[src/rtl/vram_write_scheduler_pkg.sv]
// Shared definitions for the VRAM write scheduler: geometry, widths, colours, FSM states.
package vram_write_scheduler_pkg;

  localparam int unsigned DefVramW = 80;
  localparam int unsigned DefVramH = 60;
  localparam int unsigned AddrW    = 13;
  localparam int unsigned ColorW   = 3;
  localparam int unsigned CoordW   = 8;

  typedef logic [AddrW-1:0]  addr_t;
  typedef logic [ColorW-1:0] color_t;
  typedef logic [CoordW-1:0] coord_t;

  // 3-bit RGB colour codes, bit 2 = red, bit 1 = green, bit 0 = blue.
  typedef enum logic [ColorW-1:0] {
    ColBlack, ColBlue, ColGreen, ColCyan, ColRed, ColMagenta, ColYellow, ColWhite
  } color_e;

  typedef enum logic [1:0] {StIdle, StSetup, StFill, StDone} fill_state_e;

  function automatic coord_t clamp_coord(coord_t v, coord_t lim);
    return (v > lim) ? lim : v;
  endfunction

endpackage

[src/rtl/vram_write_scheduler_if.sv]
// CPU pixel/fill request bus plus the registered VRAM write port.
interface vram_write_scheduler_if;
  import vram_write_scheduler_pkg::*;

  logic   pixel_we;
  coord_t pixel_x;
  coord_t pixel_y;
  color_t pixel_color;
  logic   fill_start;
  coord_t fill_x0;
  coord_t fill_y0;
  coord_t fill_x1;
  coord_t fill_y1;
  color_t fill_color;
  logic   fill_busy;
  logic   fill_done;
  logic   vram_we;
  addr_t  vram_addr;
  color_t vram_data;

  modport master (
    output pixel_we, pixel_x, pixel_y, pixel_color,
    output fill_start, fill_x0, fill_y0, fill_x1, fill_y1, fill_color,
    input  fill_busy, fill_done, vram_we, vram_addr, vram_data
  );

  modport slave (
    input  pixel_we, pixel_x, pixel_y, pixel_color,
    input  fill_start, fill_x0, fill_y0, fill_x1, fill_y1, fill_color,
    output fill_busy, fill_done, vram_we, vram_addr, vram_data
  );

endinterface

[src/rtl/vram_addr_calc.sv]
// Combinational (x,y) to linear VRAM address: y*VramW + x.
module vram_addr_calc
  import vram_write_scheduler_pkg::*;
#(
  parameter int unsigned VramW = DefVramW
) (
  input  coord_t x_i,
  input  coord_t y_i,
  output addr_t  addr_o
);

  // The default 80-wide layout uses y*64 + y*16 so no multiplier is needed.
  always_comb begin
    if (VramW == 80) begin
      addr_o = (addr_t'(y_i) << 6) + (addr_t'(y_i) << 4) + addr_t'(x_i);
    end else begin
      addr_o = addr_t'(y_i) * addr_t'(VramW) + addr_t'(x_i);
    end
  end

endmodule

[src/rtl/vram_write_scheduler.sv]
// Merges CPU single-pixel writes with a rectangle-fill engine onto one VRAM write port.
// CPU writes always win; the fill cursor stalls for that cycle.
module vram_write_scheduler
  import vram_write_scheduler_pkg::*;
#(
  parameter int unsigned VramW = DefVramW,
  parameter int unsigned VramH = DefVramH
) (
  input  logic                   clk_i,
  input  logic                   rst_ni,
  vram_write_scheduler_if.slave  bus
);

  localparam coord_t MaxX = coord_t'(VramW - 1);
  localparam coord_t MaxY = coord_t'(VramH - 1);

  fill_state_e state_q, state_d;
  coord_t x0_q, x0_d, y0_q, y0_d, x1_q, x1_d, y1_q, y1_d;
  coord_t cur_x_q, cur_x_d, cur_y_q, cur_y_d;
  color_t color_q, color_d;
  logic   vram_we_q, vram_we_d, fill_done_q, fill_done_d;
  addr_t  vram_addr_q, vram_addr_d;
  color_t vram_data_q, vram_data_d;

  addr_t cpu_addr, fill_addr;
  logic  cpu_valid, fill_fire, fill_last;

  vram_addr_calc #(.VramW(VramW)) u_cpu_addr (
    .x_i    (bus.pixel_x),
    .y_i    (bus.pixel_y),
    .addr_o (cpu_addr)
  );

  vram_addr_calc #(.VramW(VramW)) u_fill_addr (
    .x_i    (cur_x_q),
    .y_i    (cur_y_q),
    .addr_o (fill_addr)
  );

  assign cpu_valid = bus.pixel_we && (32'(bus.pixel_x) < VramW) && (32'(bus.pixel_y) < VramH);
  assign fill_fire = (state_q == StFill) && !cpu_valid;
  assign fill_last = (cur_x_q == x1_q) && (cur_y_q == y1_q);

  // Fill FSM next state, corner latching/clamping and raster cursor.
  always_comb begin
    state_d = state_q;
    x0_d    = x0_q;
    y0_d    = y0_q;
    x1_d    = x1_q;
    y1_d    = y1_q;
    color_d = color_q;
    cur_x_d = cur_x_q;
    cur_y_d = cur_y_q;
    unique case (state_q)
      StIdle: begin
        if (bus.fill_start) begin
          x0_d    = bus.fill_x0;
          y0_d    = bus.fill_y0;
          x1_d    = bus.fill_x1;
          y1_d    = bus.fill_y1;
          color_d = bus.fill_color;
          state_d = StSetup;
        end
      end
      StSetup: begin
        x1_d = clamp_coord(x1_q, MaxX);
        y1_d = clamp_coord(y1_q, MaxY);
        if ((x0_q > x1_d) || (y0_q > y1_d)) begin
          state_d = StDone;
        end else begin
          cur_x_d = x0_q;
          cur_y_d = y0_q;
          state_d = StFill;
        end
      end
      StFill: begin
        if (fill_fire) begin
          if (fill_last) begin
            state_d = StDone;
          end else if (cur_x_q == x1_q) begin
            cur_x_d = x0_q;
            cur_y_d = cur_y_q + 8'd1;
          end else begin
            cur_x_d = cur_x_q + 8'd1;
          end
        end
      end
      StDone:  state_d = StIdle;
      default: state_d = StIdle;
    endcase
  end

  // Write-port mux; address and data hold when nothing is written.
  always_comb begin
    vram_we_d   = cpu_valid || fill_fire;
    vram_addr_d = vram_addr_q;
    vram_data_d = vram_data_q;
    if (cpu_valid) begin
      vram_addr_d = cpu_addr;
      vram_data_d = bus.pixel_color;
    end else if (fill_fire) begin
      vram_addr_d = fill_addr;
      vram_data_d = color_q;
    end
    fill_done_d = (state_q == StDone);
  end

  // State and output registers with synchronous active-low reset.
  always_ff @(posedge clk_i) begin
    if (!rst_ni) begin
      state_q     <= StIdle;
      x0_q        <= '0;
      y0_q        <= '0;
      x1_q        <= '0;
      y1_q        <= '0;
      color_q     <= '0;
      cur_x_q     <= '0;
      cur_y_q     <= '0;
      vram_we_q   <= 1'b0;
      vram_addr_q <= '0;
      vram_data_q <= '0;
      fill_done_q <= 1'b0;
    end else begin
      state_q     <= state_d;
      x0_q        <= x0_d;
      y0_q        <= y0_d;
      x1_q        <= x1_d;
      y1_q        <= y1_d;
      color_q     <= color_d;
      cur_x_q     <= cur_x_d;
      cur_y_q     <= cur_y_d;
      vram_we_q   <= vram_we_d;
      vram_addr_q <= vram_addr_d;
      vram_data_q <= vram_data_d;
      fill_done_q <= fill_done_d;
    end
  end

  assign bus.fill_busy = (state_q != StIdle);
  assign bus.fill_done = fill_done_q;
  assign bus.vram_we   = vram_we_q;
  assign bus.vram_addr = vram_addr_q;
  assign bus.vram_data = vram_data_q;

endmodule

[src/flat_wrapper.sv]
// flat-port wrapper written by rule: the top's interface ports become plain ports
module vram_write_scheduler_flat import vram_write_scheduler_pkg::*;
#(
  parameter int unsigned VramW = DefVramW,
  parameter int unsigned VramH = DefVramH
)
  (clk_i, rst_ni, bus_pixel_we, bus_pixel_x, bus_pixel_y, bus_pixel_color, bus_fill_start, bus_fill_x0, bus_fill_y0, bus_fill_x1, bus_fill_y1, bus_fill_color, bus_fill_busy, bus_fill_done, bus_vram_we, bus_vram_addr, bus_vram_data);
  vram_write_scheduler_if bus_i ();
  input  logic clk_i;
  input  logic rst_ni;
  input wire logic [$bits(bus_i.pixel_we)-1:0] bus_pixel_we;
  input wire logic [$bits(bus_i.pixel_x)-1:0] bus_pixel_x;
  input wire logic [$bits(bus_i.pixel_y)-1:0] bus_pixel_y;
  input wire logic [$bits(bus_i.pixel_color)-1:0] bus_pixel_color;
  input wire logic [$bits(bus_i.fill_start)-1:0] bus_fill_start;
  input wire logic [$bits(bus_i.fill_x0)-1:0] bus_fill_x0;
  input wire logic [$bits(bus_i.fill_y0)-1:0] bus_fill_y0;
  input wire logic [$bits(bus_i.fill_x1)-1:0] bus_fill_x1;
  input wire logic [$bits(bus_i.fill_y1)-1:0] bus_fill_y1;
  input wire logic [$bits(bus_i.fill_color)-1:0] bus_fill_color;
  output wire logic [$bits(bus_i.fill_busy)-1:0] bus_fill_busy;
  output wire logic [$bits(bus_i.fill_done)-1:0] bus_fill_done;
  output wire logic [$bits(bus_i.vram_we)-1:0] bus_vram_we;
  output wire logic [$bits(bus_i.vram_addr)-1:0] bus_vram_addr;
  output wire logic [$bits(bus_i.vram_data)-1:0] bus_vram_data;
  assign bus_i.pixel_we = bus_pixel_we;
  assign bus_i.pixel_x = bus_pixel_x;
  assign bus_i.pixel_y = bus_pixel_y;
  assign bus_i.pixel_color = bus_pixel_color;
  assign bus_i.fill_start = bus_fill_start;
  assign bus_i.fill_x0 = bus_fill_x0;
  assign bus_i.fill_y0 = bus_fill_y0;
  assign bus_i.fill_x1 = bus_fill_x1;
  assign bus_i.fill_y1 = bus_fill_y1;
  assign bus_i.fill_color = bus_fill_color;
  assign bus_fill_busy = bus_i.fill_busy;
  assign bus_fill_done = bus_i.fill_done;
  assign bus_vram_we = bus_i.vram_we;
  assign bus_vram_addr = bus_i.vram_addr;
  assign bus_vram_data = bus_i.vram_data;
  vram_write_scheduler #(.VramW(VramW), .VramH(VramH)) u_core (.clk_i(clk_i), .rst_ni(rst_ni), .bus(bus_i));
endmodule
[config.mk]
export PLATFORM = sky130hd
export DESIGN_NAME = vram_write_scheduler_flat
export DESIGN_NICKNAME = d
export VERILOG_FILES = /design/src/rtl/vram_write_scheduler_pkg.sv /design/src/rtl/vram_write_scheduler_if.sv /design/src/rtl/vram_addr_calc.sv /design/src/rtl/vram_write_scheduler.sv /design/src/flat_wrapper.sv
export SDC_FILE = /design/constraint.sdc
export NUM_CORES = 1
export LEC_CHECK = 0
export BUFFER_PORTS_ARGS = -buffer_cell sky130_fd_sc_hd__buf_2
export CORE_ASPECT_RATIO = 0.7
export CORE_MARGIN = 1.5
export CORE_UTILIZATION = 60
export DETAILED_ROUTE_END_ITERATION = 8
export GPL_TIMING_DRIVEN = 0
export HOLD_SLACK_MARGIN = 0.05
export PLACE_DENSITY = 0.82
export SETUP_SLACK_MARGIN = 0.2
export SLEW_MARGIN = 25
export SYNTH_ARGS = -nofsm -noshare
export SYNTH_HDL_FRONTEND = slang
export SYNTH_SLANG_ARGS = --single-unit
[constraint.sdc]
create_clock -name clk_i -period 7.5 [get_ports clk_i]
set_input_delay 1.125 -clock clk_i [delete_from_list [all_inputs] [get_ports clk_i]]
set_output_delay 1.125 -clock clk_i [all_outputs]
set_load 0.02 [all_outputs]
# After elaboration in Yosys (flattened, before gate mapping)
# Index checks and enable logic that the tools add are counted.
[word_totals] register_bits=71 in_bits=58 output_inout_bits=19 word_cells=77
[op_classes] addsub=6 order_cmp=6 eq_ne=11 mux=25 reduce_logical=17
[op_table] operator="$mux W8" count=12
[op_table] operator="$pmux W8 S2" count=4
[op_table] operator="$add A13 B12 Y13" count=2
[op_table] operator="$add A13 B8 Y13" count=2
[op_table] operator="$mux W13" count=2
[op_table] operator="$add A8 B1 Y8 const B" count=2
[op_table] operator="$eq A8 B8 Y1" count=2
[op_table] operator="$gt A8 B8 Y1" count=2
[op_table] operator="$gt A8 B6 Y1 const B" count=1
[op_table] operator="$gt A8 B7 Y1 const B" count=1
[op_table] operator="$lt A8 B6 Y1 const B" count=1
[op_table] operator="$lt A8 B7 Y1 const B" count=1
[op_table] operator="$ne A2 B2 Y1 const B" count=4
[op_table] operator="$pmux W2 S4" count=1
[op_table] operator="$reduce_bool A2 Y1" count=4
[op_table] operator="$mux W2" count=3
[op_table] operator="$mux W3" count=2
[op_table] operator="$reduce_and A5 Y1" count=1
[op_table] operator="$eq A2 B2 Y1 const B" count=2
[op_table] operator="$logic_and A1 B1 Y1" count=4
[op_table] operator="$ne A2 B1 Y1 const B" count=2
[op_table] operator="$reduce_and A2 Y1" count=2
[op_table] operator="$reduce_and A4 Y1" count=1
[op_table] operator="$reduce_and A3 Y1" count=1
[op_table] operator="5 further kinds" count=6

# Longest topological paths before layout
[depth] ltp_word=7 ltp_mapped=12 mapped_depth_nobuf=11

# By module
# A second synthesis with hierarchy kept.
[hier_totals] hier_cells=558 hier_area_um2=4785.8
[by_module_without_submodules] module="vram_write_scheduler" instances=1 cells_per_inst=454 area_per_inst_um2=3885.0 seq_area_each_um2=1421.4
[by_module_without_submodules] module="vram_addr_calc" instances=2 cells_per_inst=52 area_per_inst_um2=450.4 seq_area_each_um2=0.0

# Worst setup path before layout
# OpenSTA, ideal clock, no wires.
[synth_path] path_kind="input to register" startpoint="input port bus_pixel_y[0]" endpoint="register u_core.vram_addr_q[12] (netlist: u_core.bus.vram_addr[12])" setup_time_ps=116 arrival_ps=3026 required_time_ps=7384 slack_ps=4358 stages=9 n_path_buf=0 cell_sequence="fa_1 -> ha_1 -> a21o_1 -> a21oi_1 -> o21ai_0 -> nor4_1 -> nor3_1 -> xnor2_1 -> a31o_2"
[synth_via] elab_chain_cells=5 word_cells_on_any_way=8 classes_between="add/sub (2); order compare (1); mux (1); reduce/logical (4)"
[synth_lines] element="start: declaration" line_no="flat_wrapper.sv:13" rtl="input wire logic [$bits(bus_i.pixel_y)-1:0] bus_pixel_y;"
[synth_lines] element="branches (longest 5 deep; another with $add A13 B12 Y13)"
[synth_lines] element="end signal: assignment" line_no="vram_write_scheduler.sv:133" rtl="vram_addr_q <= vram_addr_d;"
[synth_lines] element="end: declaration" line_no="vram_write_scheduler.sv:22" rtl="addr_t vram_addr_q, vram_addr_d;"
# Parallel ways; which one is timed is not known.
# A chain may end at the register's enable or synchronous reset.

# Final worst setup path
# Ends and elaborated chain as after synthesis.

==> summary.md <==
| Metric | Value |
|---|---|
| Layout cells sized above 1 | `19.6%` |
| Routed WL | `12300 um` |
| Insertion delay to the later sink of the worst-skew pair | `0.36 ns` |
| RSZ-0062 raised after global routing | `no` |
| Max Transition Viols Final | `0` |
| Number of flops mapped to enable cells by yosys | `0` |
| PortBufs | `75` |
| CTS Hold Bufs | `0` |
| Mapped Cells | `531` |
| Die X | `107 um` |
| Fmax | `0.321 GHz` |
| Post-synthesis cell type count | `55` |
| CTS buffer count | `9` |
| Most common cell in the netlist | `dfxtp_1` |
| Final worst-path cycle share | `41.5%` |
| Setup TNS | `0 ns` |
| Post-synth ARST share | `0%` |
| Worst-Margin Slew | `0.685 ns` |
| CP startpoint kind | `input pin` |
| Synth area leader | `dfxtp_1` |
| CTS tree | `built` |
| # rows | `26` |
| Post-synth top cells | `71 x dfxtp_1, 70 x nand2_1, 54 x a21oi_1` |
| Mapped Area | `4580 um2` |
| Post-CTS setup buffer count | `0` |
| Syn. warnings | `0` |
| R2R Setup Slk | `4.58 ns` |
| Synth top area cells | `dfxtp_1 31%, ha_1 13%, a21oi_1 5.9%` |
| Post_cts resized | `0` |
| # IOs | `77` |
| CTS Buffer Depth | `2` |
| DRT Pass-1 Iters | `5` |
| Clock Skews | `0.0134 ns` |
| Max Cap Viol | `0` |
| Total number of vias | `4375` |
| Rel. slew slack | `54.3%` |
| Worst reg2reg path startpoint | `u_core.y1_q[5]` |
| Avg Synthesized Cell Area | `8.62 um2` |
| Setup CP Type | `in2reg` |
| Via density | `6.08` |
| Starting Density | `62.3%` |
| Multi-input gate area | `2980 um2` |
| Hold path endpoint | `u_core.y0_q[0]` |
| Leak pwr | `2.34 nW` |
| Die Span Y | `76.1 um` |
| Worst hold path class | `reg2reg` |
| Setup-failing EPs final | `0` |
| Synth Register Bits | `71` |
| Hold depth | `2` |
| Most used DFF post-synth | `dfxtp_1` |
| Largest net degree at the start of global routing | `12` |
| Synth top area share | `31.1%` |
| Data arrival time of the worst path | `3.37 ns` |
| Hpwl dp | `9360 um` |
| Placer Congestion | `0.963` |
| Syn-to-layout area delta | `15.4%` |
| GRT Util Overall | `31.5%` |
| # clock sinks | `71` |
| Die Area | `8170 um2` |
| H-Tree Depth | `3` |
| Clock root buffer | `clkbuf_8` |
| Core area | `7350 um2` |
| Ant. Diodes | `0` |
| Wire per inst | `17.1 um` |
| R2r worst-path depth | `11` |
| Seq. cell area | `1420 um2` |
| Worst setup EP type | `register` |
| Worst vdd ir | `0.214 mV` |
| Tmin final | `3.12 ns` |
| Vias in the first global route | `4165` |
| Global-route wire length before repair | `20400 um` |
| Reg clk slew, reported paths | `0.08 ns` |
| Fillers | `586` |
| Power density over cell area | `326 nW/um2` |
| Status | `finished, final reports clean` |
| HP Start | `u_core.y0_q[0]` |
| Gr ovfl total | `0` |
| Post-synthesis sequential area ratio | `31.1%` |
| Final hold vios | `0` |
| Initial antenna violation count | `0` |
| Final ANT Viol Nets | `0` |
| Drc violations | `0` |
| R2R Path End | `u_core.cur_x_q[2]` |
| Nets | `731` |
| 1st-iter DRT viols | `344` |
| Req. time, crit path | `7.76 ns` |
| Max FO, Critical Path | `2` |
| Hold Slack | `0.466 ns` |
[registers in the layout, summed over array words and instances (netlist names)]
register,flops
u_core.cur_x_q,8
u_core.bus.vram_addr,13
u_core.state_q,2
u_core.y0_q,8
u_core.x0_q,8
u_core.bus.fill_done,1
u_core.y1_q,8
u_core.cur_y_q,8
u_core.bus.vram_we,1
u_core.bus.vram_data,3
u_core.color_q,3
u_core.x1_q,8
[cell usage in the layout (no fill, tap or decap), types with 3 or more instances in the layout]
master and count:
nand2_1 70, nor2_1 38, a31o_1 5, mux2i_1 15
or2_2 4, and3_1 6, xnor2_1 18, nand4_1 8
o21ai_0 15, buf_2 81, nor3b_1 4, o31ai_1 6
a22oi_1 6, clkinv_2 3, o311ai_0 6, conb_1 3
and2_1 3, inv_1 10, ha_1 48, nand3_1 7
nand2b_1 5, o211ai_1 5, a21oi_1 54, nor3_1 10
xor2_1 12, clkbuf_1 19, a21o_1 6, dfxtp_1 71
buf_6 3, o221a_2 11, clkbuf_8 9, a31oi_1 7
a211oi_1 14, fa_1 6, nor2b_1 4, nor4_1 3
[report_power, final]
group / internal, mW / leakage [nW] / switching, mW
clock network: 0.182 / 0.105 / 0.146
registers: 0.456 / 0.580 / 0.0977
logic: 0.348 / 1.66 / 0.490
[per-stage QoR]
stage | power [mW] | instance area, um2 | util (%) | setup slack, ns | std cells
finish | 1.72 | 5280 | 71.8 | 4.38 | 720
global route | 1.84 | 5280 | 71.8 | 4.23 | 720
CTS | 1.71 | 5280 | 71.8 | 4.42 | 720
detailed placement | 1.38 | 5080 | 69.1 | 4.05 | 706
global placement | 1.34 | 5080 | 69.1 | 4.12 | 706
floorplan | 1.16 | 4580 | - | 4.36 | 533
[critical path: stages]
cell and delay [ns]:
buf_2 0.12, fa_1 0.54, ha_1 0.32, a21o_1 0.17
a21oi_1 0.22, o21ai_0 0.16, nor4_1 0.22, nor3_1 0.11
xnor2_1 0.15, a31o_2 0.25
[worst max path at each step]
stage | from | endpoint | cells after the start
after floorplan | bus_pixel_y[0] | u_core.bus.vram_addr[12] | 9
after detailed placement | bus_pixel_y[0] | u_core.bus.vram_addr[12] | 10
after global placement | bus_pixel_y[0] | u_core.bus.vram_addr[12] | 10
after global routing | bus_pixel_y[0] | u_core.bus.vram_addr[12] | 10
final | bus_pixel_y[0] | u_core.bus.vram_addr[12] | 10
after CTS | bus_pixel_y[0] | u_core.bus.vram_addr[12] | 10
[area by class of cell]
cell class                 count  share of cell area, %
clock inverter                 5                   1.42
sequential                    71                   26.9
buffer                        30                   2.70
clock buffer                   9                   2.35
inverter                      11                  0.782
timing repair buffer          75                   7.11
multi-input combinational    421                   56.4
tap                           98                   2.32
[kinds of logic (layout without fill, tap and decap cells)]
kind of cell / after synthesis / after routing / share of synthesized area (%)
other cells: 1 / 3 / 0.0819
buf+inv: 41 / 130 / 4.02
flops: 71 / 71 / 31.1
fa+ha+maj: 54 / 54 / 15.7
mux: 15 / 15 / 3.28
compound gates: 148 / 148 / 21.8
xor+xnor: 30 / 30 / 5.74
simple gates: 171 / 171 / 18.3
[metal layers]
metal / global-route usage, % / vias up / routed length (um) / share of wire, %
li1: - / 2100 / - / -
met1: 45.8 / 2073 / 5750 / 47
met2: 47.1 / 185 / 5360 / 43
met3: 6.59 / 17 / 1040 / 8.4
met4: 8.42 / 0 / 180 / 1.5
met5: 0 / - / 0 / 0
No activity file was read; power rests on OpenSTA's default activity.
